**src/rtl/fetch_datapath_if.sv**
```systemverilog
// Signal bundle between the fetch controller/memory side and the fetch datapath.
// master = controller + instruction memory, slave = datapath.
interface fetch_datapath_if;
   logic        pc_out;
   logic        pc_in;
   logic        inc_pc;
   logic        mar_in;
   logic        mar_rd;
   logic        ir_in;
   logic [7:0]  bus_in;
   logic [15:0] mem_rdata;
   logic        mem_rvalid;
   logic [7:0]  mem_addr;
   logic        mem_rd;
   logic [7:0]  pc;
   logic [15:0] ir;
   logic [3:0]  opcode;
   logic [3:0]  rd;
   logic [7:0]  imm;
   logic        instr_valid;
   logic        mbr_full;
   logic        busy;
   logic        err;

   modport master (
      output pc_out, pc_in, inc_pc, mar_in, mar_rd, ir_in, bus_in, mem_rdata, mem_rvalid,
      input  mem_addr, mem_rd, pc, ir, opcode, rd, imm, instr_valid, mbr_full, busy, err
   );

   modport slave (
      input  pc_out, pc_in, inc_pc, mar_in, mar_rd, ir_in, bus_in, mem_rdata, mem_rvalid,
      output mem_addr, mem_rd, pc, ir, opcode, rd, imm, instr_valid, mbr_full, busy, err
   );
endinterface

```
**src/rtl/fetch_datapath.sv**
```systemverilog
// Instruction fetch datapath: PC, MAR, MBR and IR with a three-state read
// sequencer (IDLE/WAIT/FULL), read timeout and a sticky protocol error flag.
module fetch_datapath (
   input  logic              clk,
   input  logic              reset,
   fetch_datapath_if.slave   fif
);
   localparam logic [1:0] ST_IDLE = 2'd0;
   localparam logic [1:0] ST_WAIT = 2'd1;
   localparam logic [1:0] ST_FULL = 2'd2;

   localparam logic [2:0] WAIT_LAST = 3'd7;

   logic [1:0]  state_reg,       state_next;
   logic [2:0]  wait_cnt_reg,    wait_cnt_next;
   logic [7:0]  pc_reg,          pc_next;
   logic [7:0]  mar_reg,         mar_next;
   logic [15:0] mbr_reg,         mbr_next;
   logic [15:0] ir_reg,          ir_next;
   logic        mem_rd_reg,      mem_rd_next;
   logic        instr_valid_reg, instr_valid_next;
   logic        err_reg,         err_next;
   logic        mar_err;
   logic        seq_err;

   // PC: an explicit load wins over increment; 8-bit add wraps naturally.
   always_comb begin
      pc_next = pc_reg;
      if (fif.pc_in)
         pc_next = fif.bus_in;
      else if (fif.inc_pc)
         pc_next = pc_reg + 8'd1;
   end

   // MAR samples the pre-update PC and stays frozen while a read is in flight.
   always_comb begin
      mar_next = mar_reg;
      mar_err  = 1'b0;
      if (fif.mar_in) begin
         if (state_reg == ST_WAIT)
            mar_err = 1'b1;
         else
            mar_next = fif.pc_out ? pc_reg : fif.bus_in;
      end
   end

   always_comb begin
      state_next       = state_reg;
      wait_cnt_next    = wait_cnt_reg;
      mbr_next         = mbr_reg;
      ir_next          = ir_reg;
      mem_rd_next      = 1'b0;
      instr_valid_next = 1'b0;
      seq_err          = 1'b0;
      case (state_reg)
         ST_IDLE: begin
            if (fif.ir_in)
               seq_err = 1'b1;
            if (fif.mar_rd) begin
               mem_rd_next   = 1'b1;
               wait_cnt_next = 3'd0;
               state_next    = ST_WAIT;
            end
         end
         ST_WAIT: begin
            if (fif.mar_rd || fif.ir_in)
               seq_err = 1'b1;
            if (fif.mem_rvalid) begin
               mbr_next   = fif.mem_rdata;
               state_next = ST_FULL;
            end else if (wait_cnt_reg == WAIT_LAST) begin
               seq_err    = 1'b1;
               state_next = ST_IDLE;
            end else begin
               wait_cnt_next = wait_cnt_reg + 3'd1;
            end
         end
         ST_FULL: begin
            if (fif.ir_in) begin
               ir_next          = mbr_reg;
               instr_valid_next = 1'b1;
               // Back-to-back fetch: consume the word and launch the next read together.
               if (fif.mar_rd) begin
                  mem_rd_next   = 1'b1;
                  wait_cnt_next = 3'd0;
                  state_next    = ST_WAIT;
               end else begin
                  state_next = ST_IDLE;
               end
            end else if (fif.mar_rd) begin
               seq_err = 1'b1;
            end
         end
         default: state_next = ST_IDLE;
      endcase
      err_next = err_reg | seq_err | mar_err;
   end

   always_ff @(posedge clk) begin
      if (reset) begin
         state_reg       <= ST_IDLE;
         wait_cnt_reg    <= 3'd0;
         pc_reg          <= 8'h00;
         mar_reg         <= 8'h00;
         mbr_reg         <= 16'h0000;
         ir_reg          <= 16'h0000;
         mem_rd_reg      <= 1'b0;
         instr_valid_reg <= 1'b0;
         err_reg         <= 1'b0;
      end else begin
         state_reg       <= state_next;
         wait_cnt_reg    <= wait_cnt_next;
         pc_reg          <= pc_next;
         mar_reg         <= mar_next;
         mbr_reg         <= mbr_next;
         ir_reg          <= ir_next;
         mem_rd_reg      <= mem_rd_next;
         instr_valid_reg <= instr_valid_next;
         err_reg         <= err_next;
      end
   end

   assign fif.mem_addr    = mar_reg;
   assign fif.mem_rd      = mem_rd_reg;
   assign fif.pc          = pc_reg;
   assign fif.ir          = ir_reg;
   assign fif.opcode      = ir_reg[15:12];
   assign fif.rd          = ir_reg[11:8];
   assign fif.imm         = ir_reg[7:0];
   assign fif.instr_valid = instr_valid_reg;
   assign fif.mbr_full    = (state_reg == ST_FULL);
   assign fif.busy        = (state_reg == ST_WAIT);
   assign fif.err         = err_reg;
endmodule

```
**src/flat_wrapper.sv**
```systemverilog
// flat-port wrapper written by rule: the top's interface ports become plain ports
module fetch_datapath_flat 
  (clk, reset, fif_pc_out, fif_pc_in, fif_inc_pc, fif_mar_in, fif_mar_rd, fif_ir_in, fif_bus_in, fif_mem_rdata, fif_mem_rvalid, fif_mem_addr, fif_mem_rd, fif_pc, fif_ir, fif_opcode, fif_rd, fif_imm, fif_instr_valid, fif_mbr_full, fif_busy, fif_err);
  fetch_datapath_if fif_i ();
  input  logic clk;
  input  logic reset;
  input wire logic [$bits(fif_i.pc_out)-1:0] fif_pc_out;
  input wire logic [$bits(fif_i.pc_in)-1:0] fif_pc_in;
  input wire logic [$bits(fif_i.inc_pc)-1:0] fif_inc_pc;
  input wire logic [$bits(fif_i.mar_in)-1:0] fif_mar_in;
  input wire logic [$bits(fif_i.mar_rd)-1:0] fif_mar_rd;
  input wire logic [$bits(fif_i.ir_in)-1:0] fif_ir_in;
  input wire logic [$bits(fif_i.bus_in)-1:0] fif_bus_in;
  input wire logic [$bits(fif_i.mem_rdata)-1:0] fif_mem_rdata;
  input wire logic [$bits(fif_i.mem_rvalid)-1:0] fif_mem_rvalid;
  output wire logic [$bits(fif_i.mem_addr)-1:0] fif_mem_addr;
  output wire logic [$bits(fif_i.mem_rd)-1:0] fif_mem_rd;
  output wire logic [$bits(fif_i.pc)-1:0] fif_pc;
  output wire logic [$bits(fif_i.ir)-1:0] fif_ir;
  output wire logic [$bits(fif_i.opcode)-1:0] fif_opcode;
  output wire logic [$bits(fif_i.rd)-1:0] fif_rd;
  output wire logic [$bits(fif_i.imm)-1:0] fif_imm;
  output wire logic [$bits(fif_i.instr_valid)-1:0] fif_instr_valid;
  output wire logic [$bits(fif_i.mbr_full)-1:0] fif_mbr_full;
  output wire logic [$bits(fif_i.busy)-1:0] fif_busy;
  output wire logic [$bits(fif_i.err)-1:0] fif_err;
  assign fif_i.pc_out = fif_pc_out;
  assign fif_i.pc_in = fif_pc_in;
  assign fif_i.inc_pc = fif_inc_pc;
  assign fif_i.mar_in = fif_mar_in;
  assign fif_i.mar_rd = fif_mar_rd;
  assign fif_i.ir_in = fif_ir_in;
  assign fif_i.bus_in = fif_bus_in;
  assign fif_i.mem_rdata = fif_mem_rdata;
  assign fif_i.mem_rvalid = fif_mem_rvalid;
  assign fif_mem_addr = fif_i.mem_addr;
  assign fif_mem_rd = fif_i.mem_rd;
  assign fif_pc = fif_i.pc;
  assign fif_ir = fif_i.ir;
  assign fif_opcode = fif_i.opcode;
  assign fif_rd = fif_i.rd;
  assign fif_imm = fif_i.imm;
  assign fif_instr_valid = fif_i.instr_valid;
  assign fif_mbr_full = fif_i.mbr_full;
  assign fif_busy = fif_i.busy;
  assign fif_err = fif_i.err;
  fetch_datapath u_core (.clk(clk), .reset(reset), .fif(fif_i));
endmodule
```
**config.mk**
```make
export PLATFORM = sky130hd
export DESIGN_NAME = fetch_datapath_flat
export DESIGN_NICKNAME = d
export VERILOG_FILES = /design/src/rtl/fetch_datapath_if.sv /design/src/rtl/fetch_datapath.sv /design/src/flat_wrapper.sv
export SDC_FILE = /design/constraint.sdc
export NUM_CORES = 1
export LEC_CHECK = 0
export CORE_UTILIZATION = 45
export DETAILED_ROUTE_END_ITERATION = 12
export GPL_TIMING_DRIVEN = 0
export PLACE_DENSITY = 0.79
export SYNTH_ARGS = -nofsm -noshare
export SYNTH_HDL_FRONTEND = slang
export SYNTH_SLANG_ARGS = --single-unit
```
**constraint.sdc**
```tcl
create_clock -name clk -period 3.85 [get_ports clk]
set_input_delay 0.385 -clock clk [delete_from_list [all_inputs] [get_ports clk]]
set_output_delay 0.385 -clock clk [all_outputs]
set_load 0.01 [all_outputs]
```
After elaboration in Yosys (flattened, before gate mapping)
Cells that the tools add are included.

Bits in registers: 56. Bits of input ports: 33. Output and inout port bits: 53.

Add/subtract/negate cells: 2. Equal/unequal tests: 8. Muxes and demuxes: 25. Bitwise operators: 4. Reduce and logical (&&, ||, !) cells: 10.

Operators with widths (number): two-way mux 8 bit (3); two-way mux 3 bit (4); two-way mux 1 bit (10); one-hot mux 3 bit (3 select lines) (1); adder 8 x 1 -> 8 bit, second input constant (1); two-way mux 2 bit (4); != test 2 bit, second input constant (4); one-hot mux 2 bit (3 select lines) (1); AND reduction 2 bit (3); AND reduction 4 bit (1); adder 3 x 1 -> 3 bit, second input constant (1); equality test 3 bit, second input constant (1); != test 3 x 2 -> 1 bit, second input constant (1); one-hot mux 1 bit (3 select lines) (1); AND reduction 3 bit (1); nonzero test 3 bit (1); equality test 2 x 1 -> 1 bit, second input constant (1); equality test 2 bit, second input constant (1); logical NOT 2 bit (1); inverter 1 bit (2); bitwise OR 1 bit (2); one-hot mux 1 bit (2 select lines) (1); nonzero test 2 bit (1); OR reduction 2 bit (1); logical OR 1 bit (1).

Depth between registers and ports, before layout
Word-level depth: 7. Gate-level depth with buffers: 6.

Worst setup path after synthesis
Ideal clock, no wire load.

Path type: register -> register. From: reg u_core.wait_cnt_reg[0]. To: reg u_core.wait_cnt_reg[0]. Library setup time: 132 ps. Arrival: 1335 ps. Required time: 3718 ps. Path slack: 2383 ps. Stages on the path, launching flop included: 6. Path buffers: 0. Period minus slack after synthesis: 1467 ps. Cell sequence: dfxtp_1 ha_1 ha_1 or4b_4 o211ai_1 a21oi_1.

Longest elaborated chain between the ends: 4.

RTL lines: start: declaration (line fetch_datapath.sv:15) `logic [2:0] wait_cnt_reg, wait_cnt_next;`; start signal: assignment (line fetch_datapath.sv:112) `wait_cnt_reg <= wait_cnt_next;`; adder 3 x 1 -> 3 bit (line fetch_datapath.sv:75) `wait_cnt_next = wait_cnt_reg + 3'd1;`; two-way mux 3 bit (line fetch_datapath.sv:71) `end else if (wait_cnt_reg == WAIT_LAST) begin`; two-way mux 3 bit (line fetch_datapath.sv:68) `if (fif.mem_rvalid) begin`; one-hot mux 3 bit (3 select lines) (line fetch_datapath.sv:55) `case (state_reg)`.

Parallel ways exist; a longest one is shown, timed or not. The select of a mux whose other input is x is not followed. A chain may end at the register's enable or synchronous reset.

Worst setup path in the final report
From: reg u_core.state_reg[1]. To: out fif_busy.

Longest elaborated chain between the ends: 1.

RTL lines: start: declaration (line fetch_datapath.sv:14) `logic [1:0] state_reg, state_next;`; start signal: assignment (line fetch_datapath.sv:111) `state_reg <= state_next;`; equality test 2 x 1 -> 1 bit (line fetch_datapath.sv:132) `assign fif.busy = (state_reg == ST_WAIT);`; end: declaration (line flat_wrapper.sv:25) `output wire logic [$bits(fif_i.busy)-1:0] fif_busy;`.

Every way passes these cells.

==> qor.yml <==
cells_and_area:
  n_antenna_cell: 0
  area_growth_pct: 40.3
  nFillCells: 446
  fin_util_pct: 66.4
  finalNonFillerCells: 445
  drive_above_1_share_pct: 10.7
  layout.nets: 410
yosys:
  asyncSetResetFlopFracSynth_pct: 0
  ys_types: 39
  synth_seq_cells: 56
  syn_nets: 322
  synth_area_leaders: "dfxtp_1 46%, nand2_1 10%, a21oi_1 9.4%, buf_4 5.8%, mux2i_1 4.1%"
  synth-edff-count: 0
  synth.most_common_cell: "nand2_1"
  ys_top_cells_by_count: "65 x nand2_1, 56 x dfxtp_1, 46 x a21oi_1"
  ys.flop_type: "dfxtp_1"
  netlist_instances: 286
  seq_area_frac_synth_pct: 45.8
  yosysWarnings: 0
  synth_top_area_cell: "dfxtp_1"
  synth_top_area_share_pct: 45.8
  syn_area_per_cell_um2: 8.56
  syn_area_um2: 2450
placed_design:
  gp_congestion: 0.724
  place_hpwl_um: 4080
  dp_cells: 437
  port_buffers: 81
  pre_cts_slack_ns: 1.83
cts:
  clk_pin_slew_ns: 0.10
  ctsLongestPathBuffers: 2
  cts_setup_buffers: 0
  cts_root_buf: "clkbuf_8"
  cts_resized: 0
  htreeDepth: 2
  cts_sinks: 56
  insertion_delay_ns: 0.30
  cts_tree: "built"
  cts_hold_buffers: 0
  numCtsBuffers: 5
power_and_ir_drop:
  p_int_uw: 825
  pwr-share-clk_pct: 28.3
  netSwitchingFraction_pct: 25.3
  power_uw: 1100
  p_switching_uw: 279
  p_leak_uw: 0.00126
  pwr_density_cell_nw_per_um2: 322
  p_seq_share_pct: 56.3
  vdd_drop_max_v: 0.000266
  comb_power_share_pct: 15.4
hold_path:
  holdCritPathClass: "input pin to flop"
timing:
  final_max_slew_viol_count: 0
  finalHoldViolations: 0
  finalClockSkew_ns: 0.00785
  setup_viol: 0
  rsz0062_at_grt: "no"
  period_share_pct: 51.5
  clock.fmax_mhz: 504
  finalWorstSetupSlack_ns: 1.87
  slew_headroom_pct: 59.4
  worstMarginPinSlew_ns: 0.609
  timing.final.crit_period_ns: 1.98
  fin_tns_setup_ns: 0
routing:
  vias: 2254
  ant_nets: 0
  wl_um: 5480
  drc: 0
  viasPerCell: 5.07
  avgRoutedWirePerCell_um: 12.3
  drt_iter0_drc: 117
  firstDrtPassIters: 4
floorplan:
  ioPinCount: 86
  core_area_um2: 5170
  die_h_um: 75.7
  die_w_um: 75.7
  dieArea_um2: 5740
  rows: 26
  initial_utilization_pct: 47.3
worst_setup_path:
  crit_path_start_kind: "flop"
  crit_path_end_kind: "output pin"
  crit_type: "flop to output pin"
  cp.required_ns: 3.46
  slowest_stage: "clkdlybuf4s50_1"
  critPathMaxFanout: 10
  critPathMaxStageDelay_ns: 0.53
  crit_chain: "buf_6 -> nand2b_4 -> buf_6 -> inv_1 -> clkdlybuf4s50_1"
  cpMostUsedCell: "buf_6"
  arrival_ns: 1.60
global_route:
  grt-ovfl-total: 0
  grt_usage_pct: 20.7
  grt_antenna_before_repair: 0
  grt_max_degree: 18
  grt_pass1_wl_um: 9120
  grt_pass1_vias: 2096
flow_run:
  max-cap-violations: 0
run_status:
  outcome: "complete, no violations"
path summary, 6_finish.rpt:
kind / start / slack, ns / end / cells past startpoint
setup / recovery: u_core.state_reg[1] / 1.87 / fif_busy / 5
hold / removal: fif_pc_in / 0.44 / u_core.fif.pc[0] / 3
setup reg to reg: u_core.wait_cnt_reg[0] / 2.25 / u_core.wait_cnt_reg[2] / 5
hold reg to reg: u_core.mbr_reg[10] / 0.45 / u_core.fif.ir[10] / 2
power groups by stage:
stage	combinational, uW	sequential (uW)	clock (uW)
4_1_cts	171	621	324
3_5_place_dp	171	635	0
2_1_floorplan	80.0	639	0
5_1_grt	186	625	350
3_3_place_gp	169	634	0
6_report	171	621	313
metal layers:
layer	up-vias	track usage [%]	wire [um]
met1	1030	25.3	2450
met3	4	6.88	430
met5	-	0	0
met2	82	34.6	2570
li1	1138	-	-
met4	0	6.58	28
layout by cell type (no fill, tap or decap), drive strengths merged, types with 4 or more instances in the layout:
| cell type | n |
|---|---|
| o211ai | 4 |
| clkdlybuf4s50 | 81 |
| buf | 28 |
| nand4 | 5 |
| a211oi | 11 |
| xor2 | 4 |
| nand2 | 65 |
| nor2 | 9 |
| clkbuf | 14 |
| nand2b | 6 |
| dfxtp | 56 |
| a21oi | 46 |
| mux2i | 10 |
logic make-up after synthesis:
kind of cell	Yosys count	synth area share, %
compound gates	69	16.4
xor+xnor	4	1.43
flops	56	45.8
simple gates	104	20.2
buf+inv	39	10.1
fa+ha+maj	3	1.53
mux	11	4.55
cell type report:
class,count,area (um^2),area share (%)
buffer,36,236,6.89
clock buffer,6,72.6,2.11
clock inverter,2,16.3,0.474
inverter,3,11.3,0.328
multi-input combinational,191,1080,31.4
sequential,56,1120,32.6
tap,70,87.6,2.55
timing repair buffer,81,811,23.6
stage by stage:
| stage | area (um^2) | hold slack, ns |
|---|---|---|
| 5_1_grt | 3430 | 0.427 |
| 6_report | 3430 | 0.438 |
| 4_1_cts | 3430 | 0.432 |
| 3_5_place_dp | 3350 | 0.445 |
| 2_1_floorplan | 2450 | 0.432 |
| 3_3_place_gp | 3350 | 0.438 |
critical path: cells and delay by family, from the launching register on:
family	cells	cell delay [ns]
buffers and inverters	4	0.86
and+or+nand+nor	1	0.13
DFF	1	0.32
(Power assumes the default switching activity.)
